$ cat config.mk
export PLATFORM = sky130hd
export DESIGN_NAME = input_conditioner
export DESIGN_NICKNAME = d
export VERILOG_FILES = /design/src/rtl/input_conditioner.sv
export SDC_FILE = /design/constraint.sdc
export NUM_CORES = 1
export LEC_CHECK = 0
export BUFFER_PORTS_ARGS = -buffer_cell sky130_fd_sc_hd__clkbuf_2
export CORE_ASPECT_RATIO = 1.75
export CORE_UTILIZATION = 25
export DETAILED_ROUTE_END_ITERATION = 6
export PLACE_DENSITY = 0.51
export SYNTH_ARGS = -nofsm -noshare
export SYNTH_HDL_FRONTEND = slang
export SYNTH_SLANG_ARGS = --single-unit
$ cat constraint.sdc
create_clock -name clk -period 3.4 [get_ports clk]
set_input_delay 0 -clock clk [delete_from_list [all_inputs] [get_ports clk]]
set_output_delay 0 -clock clk [all_outputs]
set_load 0.01 [all_outputs]
$ cat src/rtl/input_conditioner.sv
// Synchronizes, debounces and edge-detects the stopwatch play button and slide switches.
// Delivers clean levels plus press / long-hold / switch-change pulses, all registered.
module input_conditioner #(
    parameter int unsigned DEBOUNCE_CYCLES = 500000,
    parameter int unsigned HOLD_CYCLES     = 100000000,
    parameter int unsigned N_SW            = 3,
    parameter int unsigned BTN_ACTIVE_LOW  = 1
) (
    input  logic            clk,
    input  logic            reset,
    input  logic            play_btn_raw,
    input  logic [N_SW-1:0] sw_raw,
    output logic            play_level,
    output logic            play_press,
    output logic            play_hold,
    output logic [N_SW-1:0] sw_clean,
    output logic            sw_changed
);

    localparam int unsigned NCH = N_SW + 1;
    localparam int unsigned CW  = $clog2(DEBOUNCE_CYCLES + 1);
    localparam int unsigned HW  = $clog2(HOLD_CYCLES + 1);
    localparam logic        BTN_INV = (BTN_ACTIVE_LOW != 0);
    // Channel 0 is the button; its raw idle level is the inverted one when active-low
    localparam logic [NCH-1:0] INV_MASK = {{N_SW{1'b0}}, BTN_INV};
    localparam logic [CW-1:0]  DEB_LAST  = CW'(DEBOUNCE_CYCLES - 1);
    localparam logic [HW-1:0]  HOLD_LAST = HW'(HOLD_CYCLES - 1);

    typedef enum logic [1:0] {
        IDLE,
        PRESSED,
        HELD
    } btn_state_t;

    logic [NCH-1:0] raw_c;
    logic [NCH-1:0] sync1_q;
    logic [NCH-1:0] sync2_q;
    logic [NCH-1:0] ch_in_c;
    logic [NCH-1:0] stable_q;
    logic [CW-1:0]  cnt_q [NCH];
    logic [NCH-1:0] differ_c;
    logic [NCH-1:0] accept_c;
    logic           rise_c;
    logic           fall_c;

    btn_state_t     state_q;
    btn_state_t     state_d;
    logic [HW-1:0]  hcnt_q;
    logic [HW-1:0]  hcnt_d;
    logic           press_d;
    logic           hold_d;

    assign raw_c = {sw_raw, play_btn_raw};

    // Two-flop synchronizers, reset to the inactive raw level
    always_ff @(posedge clk) begin
        if (reset) begin
            sync1_q <= INV_MASK;
            sync2_q <= INV_MASK;
        end else begin
            sync1_q <= raw_c;
            sync2_q <= sync1_q;
        end
    end

    assign ch_in_c = sync2_q ^ INV_MASK;

    always_comb begin
        differ_c = '0;
        accept_c = '0;
        for (int i = 0; i < int'(NCH); i++) begin
            differ_c[i] = (ch_in_c[i] != stable_q[i]);
            accept_c[i] = differ_c[i] && (cnt_q[i] == DEB_LAST);
        end
    end

    // Per-channel debouncer: accept a new level after DEBOUNCE_CYCLES consecutive differing samples
    always_ff @(posedge clk) begin
        if (reset) begin
            stable_q <= '0;
            for (int i = 0; i < int'(NCH); i++) begin
                cnt_q[i] <= '0;
            end
        end else begin
            for (int i = 0; i < int'(NCH); i++) begin
                if (accept_c[i]) begin
                    stable_q[i] <= ch_in_c[i];
                    cnt_q[i]    <= '0;
                end else if (differ_c[i]) begin
                    cnt_q[i]    <= cnt_q[i] + CW'(1);
                end else begin
                    cnt_q[i]    <= '0;
                end
            end
        end
    end

    assign rise_c = accept_c[0] && ch_in_c[0];
    assign fall_c = accept_c[0] && !ch_in_c[0];

    always_ff @(posedge clk) begin
        if (reset) begin
            state_q    <= IDLE;
            hcnt_q     <= '0;
            play_press <= 1'b0;
            play_hold  <= 1'b0;
            sw_changed <= 1'b0;
        end else begin
            state_q    <= state_d;
            hcnt_q     <= hcnt_d;
            play_press <= press_d;
            play_hold  <= hold_d;
            sw_changed <= |accept_c[NCH-1:1];
        end
    end

    // Button FSM; a release accepted on the hold edge wins over the hold pulse
    always_comb begin
        state_d = state_q;
        hcnt_d  = hcnt_q;
        press_d = 1'b0;
        hold_d  = 1'b0;
        case (state_q)
            IDLE: begin
                hcnt_d = '0;
                if (rise_c) begin
                    state_d = PRESSED;
                    press_d = 1'b1;
                end
            end
            PRESSED: begin
                if (fall_c) begin
                    state_d = IDLE;
                    hcnt_d  = '0;
                end else if (hcnt_q == HOLD_LAST) begin
                    state_d = HELD;
                    hold_d  = 1'b1;
                end else begin
                    hcnt_d  = hcnt_q + HW'(1);
                end
            end
            HELD: begin
                if (fall_c) begin
                    state_d = IDLE;
                    hcnt_d  = '0;
                end
            end
            default: begin
                state_d = IDLE;
                hcnt_d  = '0;
            end
        endcase
    end

    assign play_level = stable_q[0];
    assign sw_clean   = stable_q[NCH-1:1];

endmodule

; ---- After elaboration in Yosys (flattened, before gate mapping)
; Memories as Yosys holds them, arrays and structs flattened.
; Cells that the tools add are included.
[word_totals]
memories = 1
ram_bits = 76
elab_cells = 128
ff_bits = 44
inputBits = 6
[mem_list]
columns = memory, words, width, read_ports, rd_ports_with_merged_regs, write_ports, line
row1 = cnt_q, 4, 19, 4, 0, 4, 40  ; logic [CW-1:0] cnt_q [NCH];
[classes]
n_eq_ne = 15
n_mux = 69
n_bitwise = 15
addsub = 5
n_reduce_logical = 12
[op_table]
columns = op, n
row1 = $mux 19, 12
row2 = $mux 27, 3
row3 = $add 19x1->19 const B, 4
row4 = $eq 19x19->1 const B, 4
row5 = $pmux 27 s2, 1
row6 = $mux 1, 48
row7 = $add 27x1->27 const B, 1
row8 = $eq 27x27->1 const B, 1
row9 = $or 1x1->1, 12
row10 = $mux 2, 4
row11 = $logic_and 1x1->1, 6
row12 = $ne 3x3->1 const B, 2
row13 = $pmux 2 s3, 1
row14 = $reduce_or 3->1, 2
row15 = $ne 1x1->1, 4
row16 = $ne 2x2->1 const B, 2
row17 = $not 1->1, 3
row18 = $reduce_and 3->1, 1
row19 = $eq 2x1->1 const B, 1
row20 = $eq 2x2->1 const B, 1
row21 = $logic_not 2->1, 1
row22 = $reduce_and 2->1, 1
row23 = $reduce_or 2->1, 1

; ---- Depth between registers and ports, before layout
; Gate-level depths: netlist of the first run.
[logic_depth]
depth_word = 9
mapped_depth = 7
depth_no_buf = 6

; ---- Worst setup path before layout of the first run
; No wires, ideal clock.
[synth_path]
path_kind = flip-flop to flip-flop
from = mem cnt_q[3][6] (netlist name)
to = mem cnt_q[3][15] (netlist name) (data pin)
n_path_buf = 1
period_less_slack_ns = 2.590
setup_ns = 0.254
path_stages_with_launch = 7
t_arrival_ns = 2.336
t_required_ns = 3.146
setup_slack_ns = 0.810
cell_sequence = edfxtp_1 -> or4b_1 -> or4_1 -> or4_4 -> nand2_2 -> buf_4 -> nor2_1
[synth_lines]
columns = element, line
row1 = "start, declared", 40

==> flow_summary_export.csv, run 1 <==
group,metric,value,unit
logic_synthesis,synth_edf_count,76,
logic_synthesis,syn_area,6255,um2
power,ir_worst_vdd,0.3403,mV
setup_path,critical-path-top-delay-family,"simple AND/OR/NAND/NOR gates",
floorplan,die_w,121.6,um
floorplan,num_rows,76,
detailed_routing,drt.antenna.violating_nets,0,
detailed_routing,firstDrtPassIters,5,
logic_synthesis,postSynthAreaPerCell,9.850,um2
setup_path,crit_arrival,2.87,ns
sta,finalCritPeriodShare,79.93,%
final_layout,fin_util,30.74,%
sta,max_slew_margin,54.35,%
clocking,clkSinkCount,120,
clocking,clk_pin_slew,0.06,ns
detailed_routing,via_per_inst,4.585,
clocking,clockBufferDepth,2,
final_layout,diodes,0,
floorplan,ios,13,
detailed_routing,drtIter0Drc,275,
final_layout,nFillCells,2592,
setup_path,crit_fanout,18,
setup_path,reg2reg_from,"cnt_q[3][6]",
logic_synthesis,synth_seq_cells,120,
global_route,grt_pass1_wl,22920,um
sta,fin_skew,0.009942,ns
worst_hold_path,min_from,"reset",
setup_path,cp.required,3.55,ns
setup_path,worst-setup-path-type,"flop to flop",
global_route,grtUsageTotal,11.45,%
setup_path,r2r_setup_slack,0.68,ns
detailed_routing,drc,0,
logic_synthesis,synth_cell_types,62,
sta,max_freq,368.0,MHz
sta,final.setup.tns,0,ns
worst_hold_path,hold_path.class,"input port to flop",
outcome,outcome,"complete, no violations",
logic_synthesis,postSynth.asyncResetShare,0,%
sta,hold_viol_final,0,
clocking,cts_root_buf,"clkbuf_16",
worst_hold_path,min_path_cells,2,
global_route,grt_pass1_vias,4731,
run,maxCapViolCount,0,
final_layout,area_growth,21.02,%
placement,gp_congestion,0.7609,
power,p_leak,2.519,nW
sta,worstMarginPinSlew,0.6847,ns
sta,rsz0062_at_grt,"no",
logic_synthesis,ys_warn_count,0,
setup_path,cp-end-kind,"flop",
final_layout,fin_cells,1052,
power,power,3.542,mW
clocking,cts_max_level,4,
global_route,antenna_found_initial,0,
sta,slew_violations,0,
detailed_routing,wl_per_cell,12.81,um
floorplan,initial_core_util,25.40,%
clocking,postCtsSetupBuffers,0,
setup_path,worstPathCellList,"or4b_1 -> or4_1 -> or4_4 -> nand2_2 -> nor2_1",
logic_synthesis,netlist_instances,635,
clocking,cts_tree,"yes",
sta,worst_slack,0.6825,ns
final_layout,layout-drive-gt1-share,9.189,%
clocking,insertion_delay,0.41,ns
setup_path,critPathMaxStageDelay,0.58,ns
placement,placedCellCount,1016,
setup_path,start_kind,"flop",
floorplan,die_height,211.2,um
clocking,cts_buffers,17,
logic_synthesis,ys_seq_area_share,50.57,%
worst_hold_path,min_to,"sync1_q[1]",
power,powerDensity,468.0,nW/um2
logic_synthesis,ys.flop_type,"edfxtp_1",
sta,fin_crit,2.718,ns
placement,post-place-ws,0.6707,ns
sta,setup_viol,0,
setup_path,reg2reg_depth,5,
setup_path,r2r_end,"cnt_q[3][10]",
detailed_routing,vias,4823,
detailed_routing,drt_wl_total,13480,um
global_route,grt_max_degree,26,
setup_path,cp_slowest_cell,"or4_4",
floorplan,die_area,25680,um2
global_route,overflow,0,
floorplan,coreArea,24630,um2
final_layout,nNetsFinal,738,
setup_path,path_buf_inv,0,
placement,numPortBuffers,12,
placement,dp_hpwl,9458,um
[report_power, final]
part	internal, mW	leakage, nW	total [mW]	switching [mW]
registers	1.60	1.14	1.64	0.0497
clock network	1.09	0.280	1.76	0.666
logic	0.0552	1.10	0.140	0.0848
[final cells by class]
cell class	count	area, um2	share of cell area, %
inverters	14	52.55	0.6942
repair buffers	25	180.2	2.380
clock inverters	9	88.84	1.174
clock buffers	23	489.2	6.463
multi-input cells	549	3206	42.35
well taps	312	390.4	5.157
flip-flops and latches	120	3163	41.79
[Yosys cell counts, types with 7 or more instances]
cell type	number	area, um2
and4_1	8	70.07
edfxtp_1	76	2282
o21ai_0	12	60.06
nor4_1	10	62.56
nor2_1	104	390.4
a31oi_1	10	62.56
or4_1	10	75.07
clkbuf_1	21	78.83
inv_1	14	52.55
nor2b_1	8	50.05
xnor2_1	28	245.2
a21oi_1	10	50.05
nand2_1	40	150.1
nand3_1	47	235.2
nand4_1	37	231.5
nor3_1	19	95.09
xor2_1	43	376.6
dfxtp_1	44	880.8
a41oi_1	7	61.31
[how the worst max path moves through the flow]
stage,start,endpoint,slack (ns),depth (start not counted)
after floorplan,cnt_q[3][6],cnt_q[3][15],0.81,6
after global placement,cnt_q[3][6],cnt_q[3][14],0.71,5
after detailed placement,cnt_q[3][6],cnt_q[3][14],0.67,5
after CTS,cnt_q[3][6],cnt_q[3][14],0.66,5
after global routing,cnt_q[0][11],cnt_q[0][6],0.49,5
final,cnt_q[3][6],cnt_q[3][10],0.68,5
[layout by cell type, fill, tap and decap left out, types with 5 or more instances in the layout]
cell	Yosys	routed
nor2_1	104	104
edfxtp_1	76	76
conb_1	1	76
nand3_1	47	47
dfxtp_1	44	44
xor2_1	43	43
nand2_1	40	40
nand4_1	37	37
xnor2_1	28	28
nor3_1	19	19
clkbuf_16	0	18
inv_1	14	14
o21ai_0	12	12
clkbuf_2	0	12
or4_1	10	10
a31oi_1	10	10
a21oi_1	10	10
nor4_1	10	9
nor2b_1	8	8
and4_1	8	8
buf_4	1	8
a41oi_1	7	7
nand2b_1	6	6
a311oi_1	6	6
and3_1	6	6
or3_1	5	5
ha_1	5	5
[registers in the layout, indices dropped and copies added (netlist names)]
register and cells:
sw_changed 1, stable_q 4, cnt_q 76, state_q 2, hcnt_q 27, play_press 1, sync1_q 4, sync2_q 4
play_hold 1
[stage by stage]
stage	hold WS, ns	area [um2]
floorplan	0.1038	6536
global placement	0.2101	6952
detailed placement	0.2283	6952
CTS	0.07228	7570
global route	0.1209	7570
finish	0.06862	7570
[repair_timing]
item	4_1_cts	5_1_grt
hold buffers	4	0
hold endpoints to repair	4	0
gates resized for setup	0	0
[per-layer routing]
| layer | up-vias | routed length, um | global-route usage, % |
|---|---|---|---|
| li1 | 2458 | - | - |
| met1 | 2291 | 5859 | 12.68 |
| met2 | 53 | 7028 | 20.53 |
| met3 | 21 | 254 | 2.214 |
| met4 | 0 | 333 | 5.619 |
| met5 | - | 0 | 0 |
[worst register-to-register path, cell delays in order, from the launching register on]
cell and delay [ns]:
edfxtp_1 0.46, or4b_1 0.53, or4_1 0.50, or4_4 0.58
nand2_2 0.30, nor2_1 0.10
[cell families (layout without fill, tap and decap cells)]
group	count (synthesis)	in the layout	synth area share (%)
buffers and inverters	41	71	2.781
AO/OA/AOI/OAI	62	62	7.122
adder cells (fa/ha/maj)	5	5	1.000
flip-flops	120	120	50.57
other	1	76	0.05995
multiplexers	3	3	0.5001
XOR/XNOR	71	71	9.942
AND/OR/NAND/NOR	332	332	28.03
Note: power is estimated with default switching activity, not from simulation.
==> run 2: changes to the inputs <==
ABC_AREA = 1   (was default)
clock period = 2.8 ns   (was 3.4 ns; I/O delays follow)
==> flow_summary_export.csv, run 2 <==
group,metric,value,unit
detailed_routing,drtIter0Drc,364,
setup_path,crit_fanout,23,
logic_synthesis,synth_top_area_share,32.61,%
clocking,cts_tree,"yes",
detailed_routing,wl_met1,6411,um
placement,numPortBuffers,12,
floorplan,ios,13,
logic_synthesis,yosys.area_share.simple,34.99,%
setup_path,critical-path-top-delay-family,"simple AND/OR/NAND/NOR gates",
setup_path,crit_top_cell,"nand3_1",
logic_synthesis,ys_warn_count,0,
setup_path,worstPathCellList,"ha_1 -> nand3_1 -> nor3_2 -> nand3_1 -> nand3_2 -> nand2_2 -> a21oi_1 -> nor2_1",
power,p_sw_share,22.52,%
setup_path,critPathMaxStageDelay,0.37,ns
sta,hold_viol_final,0,
final_layout,multi_input_area,3486,um2
logic_synthesis,syn_area,6998,um2
run,maxCapViolCount,0,
detailed_routing,dr_wl_met2,9124,um
power,powerDensity,511.5,nW/um2
final_layout,nFillCells,3001,
sta,finalCritPeriodShare,80.19,%
clocking,clockBufferDepth,2,
floorplan,die_height,223.3,um
setup_path,crit_arrival,2.54,ns
power,seq_power_share,46.3,%
placement,gp_congestion,0.8743,
logic_synthesis,synthXorXnorAreaFrac,4.506,%
setup_path,cp.required,3.10,ns
logic_synthesis,netlist_instances,929,
final_layout,layout-drive-gt1-share,8.238,%
sta,max_slew_margin,65.13,%
sta,max_freq,445.4,MHz
floorplan,coreArea,27430,um2
setup_path,cp-end-kind,"flop",
global_route,grt_max_degree,28,
final_layout,biggestRegsByFlops,"cnt_q (76), hcnt_q (27)",
logic_synthesis,synth_seq_cells,120,
sta,setup_viol,0,
global_route,grt_pass1_vias,5985,
global_route,overflow,0,
setup_path,worst-setup-path-type,"flop to flop",
floorplan,num_rows,80,
logic_synthesis,synth_largest_area_cell,"edfxtp_1",
power,p_int,3.319,mW
final_layout,area_growth,19.69,%
outcome,outcome,"complete, no violations",
detailed_routing,wl_per_cell,11.85,um
logic_synthesis,synth_compound_area_share,5.346,%
clocking,cts_buffers,17,
global_route,antenna_found_initial,0,
logic_synthesis,ys.flop_type,"edfxtp_1",
setup_path,start_kind,"flop",
floorplan,die_area,28690,um2
setup_path,path_buf_inv,0,
power,p_leak,3.393,nW
detailed_routing,drc,0,
sta,fin_skew,0.01088,ns
worst_hold_path,hold_path.class,"input port to flop",
detailed_routing,drt_wl_total,16750,um
detailed_routing,met3_length,442,um
final_layout,top_register,"cnt_q",
final_layout,final_cell_mix,"203 x nand2_1, 167 x nor2_1, 133 x inv_1",
power,pwr-share-clk,50.4,%
sta,rsz0062_at_grt,"no",
clocking,clkSinkCount,120,
clocking,cts_resized,0,
logic_synthesis,synth_cell_types,38,
logic_synthesis,synth_edf_count,76,
sta,worstMarginPinSlew,0.5191,ns
final_layout,layout_commonest_cell,"nand2_1",
logic_synthesis,postSynthAreaPerCell,7.533,um2
final_layout,fin_area,8376,um2
final_layout,largest_register_ffs,76,
logic_synthesis,muxShareOfSynthArea,0,%
detailed_routing,vias,6052,
detailed_routing,firstDrtPassIters,4,
placement,dp_hpwl,12850,um
clocking,cts_max_level,4,
sta,final.setup.tns,0,ns
placement,place_area,7745,um2
sta,slew_violations,0,
power,ir_worst_vdd,0.4210,mV
clocking,hold_buffers,4,
logic_synthesis,synth.area.top_cells,"edfxtp_1 33%, dfxtp_1 13%, nand2_1 11%",
floorplan,die_w,128.5,um
power,power,4.284,mW
setup_path,cp_slowest_cell,"nand3_1",
logic_synthesis,ys_top_cells_by_count,"203 x nand2_1, 167 x nor2_1, 133 x inv_1, 76 x edfxtp_1, 68 x nand3_1",
final_layout,nNetsFinal,1042,
global_route,grtUsageTotal,12.72,%
global_route,grt_pass1_wl,28200,um
detailed_routing,drt.antenna.violating_nets,0,
final_layout,diodes,0,
power,p_switching,0.9646,mW
clocking,clk_pin_slew,0.06,ns
logic_synthesis,synthAdderAreaFrac,0.8940,%
logic_synthesis,postSynth.asyncResetShare,0,%
detailed_routing,routed.top_layer,"met4",
logic_synthesis,yosysMostFrequentCell,"nand2_1",
clocking,postCtsSetupBuffers,0,
power,power_frac_comb,3.3,%
detailed_routing,via_per_inst,4.283,
clocking,cts_root_buf,"clkbuf_16",
sta,fin_crit,2.245,ns
final_layout,final-seq-area,3163,um2
logic_synthesis,ys_seq_area_share,45.20,%
clocking,insertion_delay,0.42,ns
logic_synthesis,synth_top_family_by_area,"simple AND/OR/NAND/NOR gates",
floorplan,initial_core_util,25.52,%
==> run 2: logic make-up after synthesis <==
logic type	Yosys count
simple gates	548
buf+inv	151
flops	120
compound gates	68
xor+xnor	36
fa+ha+maj	5
other cells	1
==> run 2: metal layers <==
| layer | up-vias | track usage (%) |
|---|---|---|
| met5 | - | 0 |
| met4 | 0 | 7.514 |
| met3 | 48 | 3.022 |
| met2 | 90 | 23.71 |
| met1 | 2758 | 12.45 |
| li1 | 3156 | - |
==> run 2: tightest hold or removal path, cell delays in order <==
cell and delay [ns]:
clkbuf_2 0.10, buf_4 0.23, nor2_1 0.12
==> run 2: area by class of cell <==
cell class,instances,share of cell area (%)
Multi-Input combinational cell,733,41.62
Timing Repair Buffer,26,2.091
Sequential cell,120,37.77
Inverter,133,5.961
Tap cell,369,5.512
Clock inverter,8,0.6573
Clock buffer,24,6.394
==> run 2: path summary, 6_finish.rpt <==
check	cells past startpoint	slack [ns]	endpoint	start
min reg2reg	2	0.42	sync2_q[2]	sync1_q[2]
min	3	0.07	sync2_q[3]	reset
max	8	0.55	hcnt_q[2]	cnt_q[0][0]
max reg2reg	8	0.55	hcnt_q[2]	cnt_q[0][0]
==> run 2: through the flow <==
step	hold slack [ns]	util [%]	setup slack, ns	std cells
6_report	0.07452	30.54	0.5547	1413
5_1_grt	0.08917	30.54	0.2877	1413
4_1_cts	0.07214	30.54	0.5501	1413
3_5_place_dp	0.2156	28.24	0.5638	1377
3_3_place_gp	0.1913	28.24	0.5977	1377
2_1_floorplan	0.1038	-	0.9737	1004
==> run 2: power groups by stage <==
stage	clock network (mW)	registers [mW]	logic, mW
6_report	2.16	1.98	0.142
5_1_grt	2.29	1.99	0.168
4_1_cts	2.22	1.98	0.142
3_5_place_dp	0	2.02	0.137
3_3_place_gp	0	2.02	0.136
2_1_floorplan	0	2.00	0.109
